File: config.mk
export PLATFORM = sky130hd
export DESIGN_NAME = bram_bit_streamer
export DESIGN_NICKNAME = d
export VERILOG_FILES = /design/src/rtl/bram_bit_streamer.sv
export SDC_FILE = /design/constraint.sdc
export NUM_CORES = 1
export LEC_CHECK = 0
export BUFFER_PORTS_ARGS = -buffer_cell sky130_fd_sc_hd__buf_2
export CAP_MARGIN = 10
export CORE_ASPECT_RATIO = 0.6
export CORE_MARGIN = 1.5
export CORE_UTILIZATION = 59
export DETAILED_ROUTE_END_ITERATION = 6
export PLACE_DENSITY = 0.89
export SLEW_MARGIN = 20
export SYNTH_ARGS = -nofsm -noshare
export SYNTH_HDL_FRONTEND = slang
export SYNTH_SLANG_ARGS = --single-unit
File: constraint.sdc
create_clock -name clock_100Mhz -period 3.1 [get_ports clock_100Mhz]
set_input_delay 0.775 -clock clock_100Mhz [delete_from_list [all_inputs] [get_ports clock_100Mhz]]
set_output_delay 0.775 -clock clock_100Mhz [all_outputs]
set_load 0.02 [all_outputs]
File: src/rtl/bram_bit_streamer.sv
// Reads packed words from a synchronous block RAM and plays them out MSB-first,
// one bit per slow strobe, with one-shot or looping playback.
module bram_bit_streamer #(
  parameter int CLK_HZ    = 100000000,
  parameter int TICK_HZ   = 1,
  parameter int WORD_W    = 8,
  parameter int ADDR_W    = 4,
  parameter int NUM_WORDS = 16,
  parameter int RD_LAT    = 1,
  parameter int LOOP      = 0
) (
  input  logic              clock_100Mhz,
  input  logic              reset,
  input  logic              start,
  input  logic              stop,
  output logic              mem_en,
  output logic [ADDR_W-1:0] mem_addr,
  input  logic [WORD_W-1:0] mem_dout,
  output logic              serial_bit,
  output logic              one_second_enable,
  output logic              active,
  output logic              done,
  output logic [15:0]       bits_sent,
  output logic [2:0]        fsm_state
);

  localparam int DIV   = CLK_HZ / TICK_HZ;
  localparam int DIV_W = $clog2(DIV);
  localparam int BIT_W = ($clog2(WORD_W) > 0) ? $clog2(WORD_W) : 1;

  localparam logic [DIV_W-1:0]  DIV_LAST  = DIV_W'(DIV - 1);
  localparam logic [BIT_W-1:0]  LAST_BIT  = BIT_W'(WORD_W - 1);
  localparam logic [ADDR_W-1:0] LAST_WORD = ADDR_W'(NUM_WORDS - 1);

  typedef enum logic [2:0] {
    IDLE   = 3'd0,
    PRIME0 = 3'd1,
    PRIME1 = 3'd2,
    STREAM = 3'd3,
    DONE   = 3'd4
  } state_t;

  state_t state;
  state_t state_next;

  logic [DIV_W-1:0]  div;
  logic [BIT_W-1:0]  bit_idx;
  logic [ADDR_W-1:0] word_cnt;
  logic [WORD_W-1:0] shift_reg;
  logic [WORD_W-1:0] next_word;
  logic [RD_LAT:0]   pend;
  logic [ADDR_W-1:0] next_addr;

  logic rd_req;
  logic rd_first;
  logic load_shift;
  logic load_next;
  logic clear_pass;
  logic strobe;
  logic data_ready;
  logic last_bit;

  // RAM contract: a read is issued in the cycle mem_en is high and mem_dout
  // carries that word exactly RD_LAT cycles later; pend tracks that pipeline.
  assign mem_en     = pend[0];
  assign data_ready = pend[RD_LAT];
  assign last_bit   = (bit_idx == LAST_BIT);
  assign next_addr  = (mem_addr == LAST_WORD) ? '0 : mem_addr + ADDR_W'(1);

  assign serial_bit        = (state == STREAM) & shift_reg[WORD_W-1];
  assign one_second_enable = strobe;
  assign active            = (state == PRIME0) | (state == PRIME1) | (state == STREAM);
  assign done              = (state == DONE);
  assign fsm_state         = state;

  always_ff @(posedge clock_100Mhz or posedge reset) begin
    if (reset) begin
      state <= IDLE;
    end else begin
      state <= state_next;
    end
  end

  always_comb begin
    state_next = state;
    rd_req     = 1'b0;
    rd_first   = 1'b0;
    load_shift = 1'b0;
    load_next  = 1'b0;
    clear_pass = 1'b0;
    strobe     = 1'b0;
    case (state)
      IDLE, DONE: begin
        if (start && !stop) begin
          state_next = PRIME0;
          rd_req     = 1'b1;
          rd_first   = 1'b1;
          clear_pass = 1'b1;
        end
      end
      PRIME0: begin
        if (stop) begin
          state_next = IDLE;
        end else if (data_ready) begin
          load_shift = 1'b1;
          rd_req     = 1'b1;
          state_next = PRIME1;
        end
      end
      PRIME1: begin
        if (stop) begin
          state_next = IDLE;
        end else if (data_ready) begin
          load_next  = 1'b1;
          state_next = STREAM;
        end
      end
      STREAM: begin
        if (stop) begin
          state_next = IDLE;
        end else begin
          load_next = data_ready;
          if (div == DIV_LAST) begin
            strobe = 1'b1;
            // The final bit of a one-shot pass needs no refill read.
            if (last_bit && (word_cnt == LAST_WORD) && (LOOP == 0)) begin
              state_next = DONE;
            end else if (last_bit) begin
              rd_req = 1'b1;
            end
          end
        end
      end
      default: state_next = IDLE;
    endcase
  end

  always_ff @(posedge clock_100Mhz or posedge reset) begin
    if (reset) begin
      pend      <= '0;
      mem_addr  <= '0;
      div       <= '0;
      bit_idx   <= '0;
      word_cnt  <= '0;
      shift_reg <= '0;
      next_word <= '0;
      bits_sent <= '0;
    end else begin
      // Leaving the active states drops any read still in flight.
      if ((state_next == IDLE) || (state_next == DONE)) begin
        pend <= '0;
      end else begin
        pend <= {pend[RD_LAT-1:0], rd_req};
      end

      if (rd_req) begin
        mem_addr <= rd_first ? '0 : next_addr;
      end

      if (state != STREAM) begin
        div <= '0;
      end else if (div == DIV_LAST) begin
        div <= '0;
      end else begin
        div <= div + DIV_W'(1);
      end

      if (load_shift) begin
        shift_reg <= mem_dout;
        bit_idx   <= '0;
        word_cnt  <= '0;
      end else if (strobe) begin
        if (last_bit) begin
          shift_reg <= next_word;
          bit_idx   <= '0;
          word_cnt  <= (word_cnt == LAST_WORD) ? '0 : word_cnt + ADDR_W'(1);
        end else begin
          shift_reg <= {shift_reg[WORD_W-2:0], 1'b0};
          bit_idx   <= bit_idx + BIT_W'(1);
        end
      end

      if (load_next) begin
        next_word <= mem_dout;
      end

      if (clear_pass) begin
        bits_sent <= '0;
      end else if (strobe && (bits_sent != 16'hFFFF)) begin
        bits_sent <= bits_sent + 16'd1;
      end
    end
  end

endmodule

==> flow_summary_export.csv, run 1 <==
group,metric,value,unit
drt,wl_per_cell,17.37,um
drt,first_pass_iters,5,
grt,gr-total-overflow,0,
timing,grt_setup_unrepaired,"false",
placement,placed_cell_area,4136,um^2
critical_path,max_stage_delay,0.59,ns
drt,drt_wl_total,9259,um
critical_path,worstPathMaxFanout,4,
logic_synthesis,synth_area_per_cell,9.527,um^2
worst_hold_path,min-delay-path-class,"in2async",
cts,cts-root-buf,"clkbuf_8",
finish,antenna_cells,0,
placement,port_buffers,39,
logic_synthesis,yosysTopAreaCell,"dfrtp_1",
timing,relSlewSlack,34.52,%
timing,finalSetupTns,0,ns
finish,regMostFlops,"div",
timing,hold_viol,0,
cts,ctsHoldBuffers,0,
finish,syn2layout_area_growth,14.29,%
critical_path,crit_path_start_kind,"flip-flop",
logic_synthesis,synth_seq_cells,75,
power_and_ir_drop,p_leak,1.947,nW
timing,final-max-slew-violation-count,0,
timing,finalCritPeriodShare,95.43,%
critical_path,crit_path_end_kind,"output port",
timing,tightestPinTransition,0.9748,ns
drt,drc,0,
logic_synthesis,synthCells,399,
critical_path,crit_slowest_cell,"or4_1",
logic_synthesis,seq_area_frac_synth,49.37,%
placement,gp_congestion,0.8712,
timing,hold_ws,0.3879,ns
drt,ant_nets,0,
logic_synthesis,synthMostInstantiatedCell,"dfrtp_1",
floorplan,die_height,65.18,um
cts,cts_buffer_depth,2,
finish,largest_registers,"div (27), bits_sent (16)",
floorplan,start_util,61.65,%
logic_synthesis,synth_warnings,0,
floorplan,die_area,6949,um^2
logic_synthesis,synthTopCellsByArea,"dfrtp_1, nor2_1, mux2_2",
critical_path,path_buf_inv,2,
critical_path,crit_chain,"or4_1 > nor4_2 > nand3_1 > inv_1 > buf_2",
critical_path,cp_top_family,"simple AND/OR/NAND/NOR gates",
floorplan,rows,22,
finish,final_util,70.45,%
finish,largest_register_ffs,27,
placement,hpwl,6480,um
timing,maxClockFrequency,338.0,MHz
flow_run,maxCapViolCount,0,
cts,cts_buffers,9,
logic_synthesis,synth.distinct_cells,43,
critical_path,reg2reg_slack,0.23,ns
power_and_ir_drop,peakVddDrop,0.2879,mV
grt,grt_pass1_wl,15150,um
finish,drive_above_1_share,20.49,%
cts,post_cts_buffers,0,
logic_synthesis,synthArstFlopShare,100.0,%
power_and_ir_drop,total_power,1.976,mW
logic_synthesis,syn-cell-area,3801,um^2
logic_synthesis,synth_top_area_share,49.37,%
drt,dr.first_iter.drc_count,284,
floorplan,ios,40,
cts,cts.sinks,75,
timing,fin_crit,2.958,ns
critical_path,cp.arrival,2.18,ns
logic_synthesis,synth_common_cells,"dfrtp_1, nor2_1, nand2_1",
grt,antenna_found_initial,0,
critical_path,worst_ep_required_time,2.32,ns
timing,clock_skew,0.01261,ns
logic_synthesis,syn_nets,417,
cts,cts_htree_levels,3,
finish,layout.nets,462,
cts,clk_latency,0.36,ns
grt,grt_pass1_vias,3086,
drt,vias,3281,
cts,cts_tree,"yes",
timing,setup_viol,0,
floorplan,core_area,6166,um^2
outcome,status,"complete, no violations",
grt,grt_usage,28.27,%
power_and_ir_drop,p_per_area,454.9,nW/um^2
grt,grt_max_degree,34,
drt,viasPerCell,6.156,
cts,clkTransAtPathRegs,0.08,ns
floorplan,die_width,106.6,um
logic_synthesis,synth_edf_count,0,
finish,design_area,4344,um^2
logic_synthesis,synth_flop_cell,"dfrtp_1",
critical_path,critPathKind,"reg2out",
-- worst paths after layout --
kind / to / startpoint / cells past startpoint
min in group clock_100Mhz: div[0]$_DFF_PP0_ / div[0]$_DFF_PP0_ / 1
min reg2reg: div[0]$_DFF_PP0_ / div[0]$_DFF_PP0_ / 1
max: one_second_enable / div[9]$_DFF_PP0_ / 5
max in group asynchronous: pend[0]$_DFF_PP0_ / reset / 3
max reg2reg: bits_sent[8]$_DFFE_PP0P_ / div[9]$_DFF_PP0_ / 5
min: div[25]$_DFF_PP0_ / reset / 2
-- area by class of cell --
cell class	count	area [um^2]
clock buffer	11	141.4
clock inverter	5	60.06
fill	452	1822
inverter	10	37.54
multi-input combinational	297	1826
sequential	75	1877
tap	84	105.1
timing repair buffer	51	297.8
-- logic make-up (layout without fill, tap and decap cells) --
logic type / after synthesis / count (layout) / share of synthesized area [%]
AO/OA/AOI/OAI: 61 / 61 / 9.480
XOR/XNOR: 25 / 25 / 5.760
adder cells (fa/ha/maj): 6 / 6 / 1.975
buffers and inverters: 27 / 77 / 2.896
flip-flops: 75 / 75 / 49.37
multiplexers: 18 / 18 / 5.234
AND/OR/NAND/NOR: 187 / 187 / 25.28
-- what timing repair did --
item	in CTS	in global routing
endpoints found under the hold margin	0	0
endpoints found under the setup margin	0	1
gates resized for setup	0	1
-- placed cells by master, fill, tap and decap left out, types with 7 or more instances in the layout --
cell	netlist	final
nor2_1	46	46
nand2_1	32	32
o21ai_1	8	8
buf_2	1	39
mux2_2	15	15
inv_1	10	9
xnor2_1	8	8
o22ai_1	8	8
xor2_1	17	17
nand3_1	28	28
a21oi_1	19	19
nand4_1	14	14
or3_1	12	12
nor4_1	8	7
o21ai_0	10	10
dfrtp_1	75	75
clkbuf_8	0	10
nor3_1	13	12
buf_4	0	11
-- report_power, final --
part	total [mW]	switching, mW	internal, mW
combinational	0.150	0.0821	0.0681
clock	0.775	0.378	0.397
sequential	1.05	0.0309	1.02
total	1.98	0.491	1.49
-- per-stage QoR --
step	instances	setup WS, ns
detailed placement	517	0.2745
global placement	517	0.3223
floorplan	399	0.2549
global route	533	0.006184
finish	533	0.1417
CTS	533	0.08041
-- layer usage --
| metal | track usage (%) | wire length, um | part of all wire (%) | vias up |
|---|---|---|---|---|
| met5 | 0 | 0 | 0 | - |
| met4 | 9.333 | 149 | 1.6 | 0 |
| met3 | 7.937 | 660 | 7.1 | 19 |
| met2 | 44.47 | 4400 | 48 | 147 |
| met1 | 38.26 | 4048 | 44 | 1593 |
| li1 | - | - | - | 1522 |
No activity file was read; power rests on OpenSTA's default activity.
==> inputs of run 2 (changes only) <==
--- a/config.mk
+++ b/config.mk
@@ -9,9 +9,10 @@
 export CAP_MARGIN = 10
 export CORE_ASPECT_RATIO = 0.6
 export CORE_MARGIN = 1.5
-export CORE_UTILIZATION = 59
+export CORE_UTILIZATION = 61
+export CTS_BUF_LIST = sky130_fd_sc_hd__clkbuf_8
 export DETAILED_ROUTE_END_ITERATION = 6
-export PLACE_DENSITY = 0.89
+export PLACE_DENSITY = 0.91
 export SLEW_MARGIN = 20
 export SYNTH_ARGS = -nofsm -noshare
 export SYNTH_HDL_FRONTEND = slang
==> run 2 against run 1 <==
Sequential share of layout area is 0.21 points higher; sequential power hardly changed; cell count is 0.19% lower; power is 4.2% lower; maximum frequency is 0.20% lower; cell area is 0.49% lower; routed wire length is 7.2% lower; largest cell class unchanged; largest power group unchanged.
==> flow_summary_export.csv, run 2 (synthesis results as in run 1) <==
group,metric,value,unit
floorplan,rows,22,
critical_path,path_depth,5,
timing,grt_setup_unrepaired,"false",
critical_path,rr_endpoint,"bits_sent[8]$_DFFE_PP0P_",
timing,hold_ws,0.4513,ns
grt,antenna_found_initial,0,
cts,cts_buffer_depth,2,
floorplan,die_area,6729,um^2
critical_path,worst_ep_required_time,3.38,ns
drt,drt_wl_total,8589,um
drt,highest_layer,"met4",
critical_path,crit_chain,"or4_1 > or4_1 > or4_4 > or4_1 > a21oi_1",
cts,clk_latency,0.36,ns
critical_path,cp_top_family,"simple AND/OR/NAND/NOR gates",
grt,grt_usage,28.16,%
floorplan,die_width,104.9,um
floorplan,core_area,6056,um^2
flow_run,maxCapViolCount,0,
critical_path,crit_slowest_cell,"or4_4",
critical_path,cp.arrival,3.24,ns
finish,layout.nets,461,
floorplan,die_height,64.15,um
timing,finalSetupTns,0,ns
timing,setup_viol,0,
finish,syn2layout_area_growth,13.73,%
worst_hold_path,min-delay-path-class,"in2async",
drt,wl_met3,529,um
grt,gr-total-overflow,0,
floorplan,start_util,62.77,%
floorplan,ios,40,
placement,port_buffers,39,
cts,cts-root-buf,"clkbuf_8",
power_and_ir_drop,p_leak,1.921,nW
power_and_ir_drop,peakVddDrop,0.3343,mV
power_and_ir_drop,total_power,1.894,mW
power_and_ir_drop,p_per_area,438.0,nW/um^2
timing,final-max-slew-violation-count,0,
critical_path,path_buf_inv,0,
power_and_ir_drop,clkPwrFrac,37.0,%
cts,cts_buffers,9,
finish,largest_register_ffs,27,
drt,ant_nets,0,
critical_path,reg2regPathDepth,5,
timing,maxClockFrequency,337.3,MHz
finish,antenna_cells,0,
power_and_ir_drop,p_int,1.404,mW
finish,fillers,436,
drt,vias,3199,
finish,final_common_cell,"dfrtp_1",
critical_path,reg2reg_slack,0.14,ns
critical_path,reg2reg_from,"div[9]$_DFF_PP0_",
drt,dr.first_iter.drc_count,158,
placement,placed_cell_area,4116,um^2
drt,wl_met2,3776,um
cts,cts.sinks,75,
critical_path,critPathKind,"reg2reg",
timing,finalCritPeriodShare,95.62,%
finish,drive_above_1_share,20.76,%
grt,grt_pass1_wl,14500,um
timing,setup_slack,0.1357,ns
power_and_ir_drop,power.share.sequential,55.4,%
drt,wl_met1,4138,um
finish,design_area,4323,um^2
critical_path,crit_path_end_kind,"flip-flop",
power_and_ir_drop,power.switching,0.4900,mW
drt,viasPerCell,6.013,
timing,hold_viol,0,
timing,clock_skew,0.007954,ns
outcome,status,"complete, no violations",
placement,hpwl,6080,um
power_and_ir_drop,sw_frac_of_total,25.88,%
critical_path,worstPathMaxFanout,21,
grt,grt_max_degree,32,
drt,drc,0,
placement,place_ws,0.2173,ns
timing,relSlewSlack,34.90,%
cts,cts_htree_levels,3,
cts,cts_tree,"yes",
cts,clkTransAtPathRegs,0.08,ns
timing,fin_crit,2.964,ns
placement,gp_congestion,0.8720,
timing,tightestPinTransition,0.9690,ns
finish,regMostFlops,"div",
finish,largest_registers,"div (27), bits_sent (16)",
critical_path,crit_path_start_kind,"flip-flop",
critical_path,max_stage_delay,0.63,ns
finish,mostFrequentLayoutCells,"dfrtp_1, nor2_1, buf_2",
drt,first_pass_iters,5,
power_and_ir_drop,comb_power_share,7.6,%
grt,grt_pass1_vias,2977,
drt,wl_per_cell,16.14,um
critical_path,crit_top_cell,"or4_1",
[run 2: worst reg2reg max path, stage by stage (launching register included)]
cell and delay, ns:
dfrtp_1 0.42, or4_1 0.61, or4_1 0.58, or4_4 0.63
or4_1 0.47, a21oi_1 0.18
[run 2: worst max path at each step]
stage	slack, ns	start	end
final	0.14	div[9]$_DFF_PP0_	bits_sent[8]$_DFFE_PP0P_
after global routing	0.03	div[9]$_DFF_PP0_	bits_sent[8]$_DFFE_PP0P_
after CTS	0.09	div[9]$_DFF_PP0_	one_second_enable
after detailed placement	0.22	div[9]$_DFF_PP0_	bits_sent[8]$_DFFE_PP0P_
after global placement	0.31	div[9]$_DFF_PP0_	bits_sent[8]$_DFFE_PP0P_
after floorplan	0.25	div[9]$_DFF_PP0_	one_second_enable
[run 2: layout make-up]
class / instances / area [um^2] / share of cell area (%)
clock inverter: 6 / 48.80 / 1.129
timing repair buffer: 50 / 277.8 / 6.425
clock buffer: 10 / 137.6 / 3.184
sequential: 75 / 1877 / 43.42
multi-input combinational: 297 / 1839 / 42.55
inverter: 10 / 37.54 / 0.8683
tap: 84 / 105.1 / 2.431
[run 2: routing by layer]
metal	vias to the layer above	GRT usage, %
met5	-	0
met4	0	10.96
met3	15	7.755
met2	104	41.67
met1	1556	39.74
li1	1524	-
[run 2: repair_timing]
item | in CTS | in global routing
buffers inserted | 0 | 0
pin swaps | 0 | 1
hold buffers | 0 | 0
resized for setup | 1 | 2
gates cloned | 0 | 0
setup endpoints to repair | 1 | 1
[run 2: metrics by stage]
stage                     instances  util (%)
after floorplan                 399         -
after global placement          516     67.98
after detailed placement        516     67.98
after CTS                       532     71.16
after global routing            532     71.38
final                           532     71.38
[run 2: power by group through the flow]
stage | Sequential (mW) | Combinational [mW] | Clock [mW]
floorplan | 1.06 | 0.105 | 0
CTS | 1.05 | 0.145 | 0.714
global placement | 1.06 | 0.138 | 0
detailed placement | 1.07 | 0.144 | 0
global route | 1.05 | 0.161 | 0.758
finish | 1.05 | 0.144 | 0.701
==> inputs of run 3 (changes only) <==
--- a/config.mk
+++ b/config.mk
@@ -5,6 +5,7 @@
 export SDC_FILE = /design/constraint.sdc
 export NUM_CORES = 1
 export LEC_CHECK = 0
+export ABC_AREA = 1
 export BUFFER_PORTS_ARGS = -buffer_cell sky130_fd_sc_hd__buf_2
 export CAP_MARGIN = 10
 export CORE_ASPECT_RATIO = 0.6
@@ -12,7 +13,7 @@
 export CORE_UTILIZATION = 61
 export CTS_BUF_LIST = sky130_fd_sc_hd__clkbuf_8
 export DETAILED_ROUTE_END_ITERATION = 6
-export PLACE_DENSITY = 0.91
+export PLACE_DENSITY = 0.9
 export SLEW_MARGIN = 20
 export SYNTH_ARGS = -nofsm -noshare
 export SYNTH_HDL_FRONTEND = slang
==> run 3 against run 2 <==
Count of clock-buffer cells in the layout stayed put; sequential power about the same; cell count is 39% higher; combinational power increased by 59%; via count is 31% higher; maximum frequency up 12%; die area rose by 17%; routed wire length up 25%; clock skew is 0.0015 ns higher; global-route usage grew 1.2 points; sequential share of layout area down 5.4 points; utilization rose by 0.33 points.
==> flow_summary_export.csv, run 3 <==
group,metric,value,unit
outcome,status,"complete, no violations",
drt,vias,4204,
finish,final_common_cell,"nand2_1",
power_and_ir_drop,power.switching,0.5630,mW
cts,cts.sinks,75,
cts,clkTransAtPathRegs,0.08,ns
cts,clk_latency,0.36,ns
critical_path,critPathKind,"reg2out",
logic_synthesis,synthMostInstantiatedCell,"nand2_1",
logic_synthesis,synth_area_per_cell,7.365,um^2
timing,hold_ws,0.3622,ns
power_and_ir_drop,p_int,1.571,mW
finish,syn2layout_area_growth,10.70,%
drt,drc,0,
timing,hold_viol,0,
critical_path,crit_path_start_kind,"flip-flop",
finish,antenna_cells,0,
logic_synthesis,synthCells,605,
logic_synthesis,seq_area_frac_synth,42.12,%
placement,port_buffers,39,
logic_synthesis,synth_flop_cell,"dfrtp_1",
logic_synthesis,synth_top_area_share,42.12,%
logic_synthesis,synth_edf_count,0,
finish,final_cells,737,
placement,place_ws,0.7249,ns
grt,grt_pass1_vias,3785,
timing,setup_viol,0,
logic_synthesis,synthTopCellsByArea,"dfrtp_1, nand2_1, nand3_1",
grt,antenna_found_initial,0,
power_and_ir_drop,comb_power_share,10.7,%
drt,wl_per_cell,14.54,um
timing,relSlewSlack,39.09,%
placement,placed_cell_area,4713,um^2
timing,fin_crit,2.635,ns
cts,cts_tree,"yes",
drt,dr.first_iter.drc_count,528,
floorplan,die_height,69.20,um
finish,regMostFlops,"div",
drt,ant_nets,0,
grt,grt_usage,29.32,%
cts,cts_buffer_depth,2,
timing,grt_setup_unrepaired,"false",
worst_hold_path,min-delay-path-class,"in2async",
power_and_ir_drop,sw_frac_of_total,26.39,%
finish,design_area,4932,um^2
logic_synthesis,synth.distinct_cells,33,
logic_synthesis,synth_common_cells,"nand2_1, inv_1, dfrtp_1",
timing,finalCritPeriodShare,85.01,%
finish,drive_above_1_share,12.92,%
finish,multi_input_comb_area,2193,um^2
cts,cts-root-buf,"clkbuf_8",
logic_synthesis,synthArstFlopShare,100.0,%
floorplan,rows,23,
critical_path,cp.arrival,1.86,ns
timing,final-max-slew-violation-count,0,
finish,layout.nets,663,
finish,seq_area,1877,um^2
finish,final_util,71.71,%
power_and_ir_drop,p_per_area,432.6,nW/um^2
floorplan,die_area,7843,um^2
floorplan,ios,40,
grt,grt_pass1_wl,18120,um
timing,setup_slack,0.4648,ns
logic_synthesis,syn-cell-area,4456,um^2
finish,mostFrequentLayoutCells,"nand2_1, inv_1, dfrtp_1",
floorplan,core_area,6878,um^2
critical_path,crit_path_end_kind,"output port",
floorplan,start_util,64.78,%
finish,fillers,523,
logic_synthesis,yosysTopAreaCell,"dfrtp_1",
floorplan,die_width,113.3,um
logic_synthesis,synth_warnings,0,
power_and_ir_drop,p_leak,2.614,nW
timing,maxClockFrequency,379.5,MHz
finish,largest_registers,"div (27), bits_sent (16)",
cts,cts_buffers,9,
timing,finalSetupTns,0,ns
logic_synthesis,synth_seq_cells,75,
cts,post_cts_buffers,0,
placement,gp_congestion,1.034,
power_and_ir_drop,clkPwrFrac,39.2,%
timing,tightestPinTransition,0.9053,ns
grt,gr-total-overflow,0,
timing,clock_skew,0.009436,ns
cts,ctsHoldBuffers,0,
critical_path,worstPathMaxFanout,3,
flow_run,maxCapViolCount,0,
drt,viasPerCell,5.704,
cts,cts_htree_levels,3,
drt,first_pass_iters,6,
power_and_ir_drop,power.share.sequential,50.1,%
finish,largest_register_ffs,27,
placement,dp_cells,721,
cts,ctsResizeCount,0,
power_and_ir_drop,peakVddDrop,0.3204,mV
power_and_ir_drop,total_power,2.134,mW
logic_synthesis,syn_nets,623,
critical_path,worst_ep_required_time,2.32,ns
drt,drt_wl_total,10710,um
grt,grt_max_degree,63,
placement,hpwl,7774,um
==> run 3: cell types whose count changed after synthesis, sizes merged, moves of 7 or more <==
cell    before  now
nand2       32  168
inv         10   81
nand3       28   69
nor2        46   79
o21ai       18   38
mux2        15    0
or3         12    0
a21oi       19   10
clkbuf      14    5
o22ai        8    0
or4          7    0
==> run 3: metal layers <==
metal  track usage, %  vias up  part of all wire (%)
met3            9.790       24                    11
met4            7.500        0                   1.6
li1                 -     2023                     -
met5                0        -                     0
met1            44.25     1916                    47
met2            40.40      241                    41
==> run 3: cells by family after synthesis <==
| logic type | after synthesis | share of synthesized area, % |
|---|---|---|
| simple gates | 355 | 37.29 |
| buf+inv | 95 | 8.649 |
| flops | 75 | 42.12 |
| compound gates | 55 | 6.515 |
| xor+xnor | 19 | 3.735 |
| fa+ha+maj | 6 | 1.685 |
==> run 3: cell type report <==
class                   count  share of cell area (%)
clock inverters             6                   1.649
repair buffers             41                   4.515
well taps                  87                   2.207
flip-flops and latches     75                   38.05
clock buffers              10                   2.790
inverters                  83                   6.317
multi-input cells         435                   44.47
==> run 3: final timing paths <==
kind                                                from                       end  slack (ns)  cells after the start
max in group asynchronous                          reset  bits_sent[2]$_DFFE_PP0P_        2.10                      3
min in group clock_100Mhz       next_word[4]$_DFFE_PP0P_  next_word[4]$_DFFE_PP0P_        0.49                      2
worst min register to register  next_word[4]$_DFFE_PP0P_  next_word[4]$_DFFE_PP0P_        0.49                      2
worst max-delay path                    div[8]$_DFF_PP0_         one_second_enable        0.46                      8
worst min-delay path                               reset         div[14]$_DFF_PP0_        0.36                      2
worst max register to register          div[0]$_DFF_PP0_         div[15]$_DFF_PP0_        1.06                      8
==> run 3: power groups by stage <==
stage / clock network (mW) / registers (mW) / logic [mW]
5_1_grt: 0.889 / 1.07 / 0.261
3_5_place_dp: 0 / 1.08 / 0.227
4_1_cts: 0.847 / 1.07 / 0.229
2_1_floorplan: 0 / 1.10 / 0.132
6_report: 0.836 / 1.07 / 0.229
3_3_place_gp: 0 / 1.08 / 0.214
==> run 3: worst max-delay path, cell delays in order, from the launching register on <==
cell and delay [ns]:
dfrtp_1 0.40, inv_1 0.10, nand2_1 0.08, nor3_1 0.31, nand2_1 0.09, nor3_1 0.14
nand3_1 0.08, nor2_1 0.11, buf_2 0.18
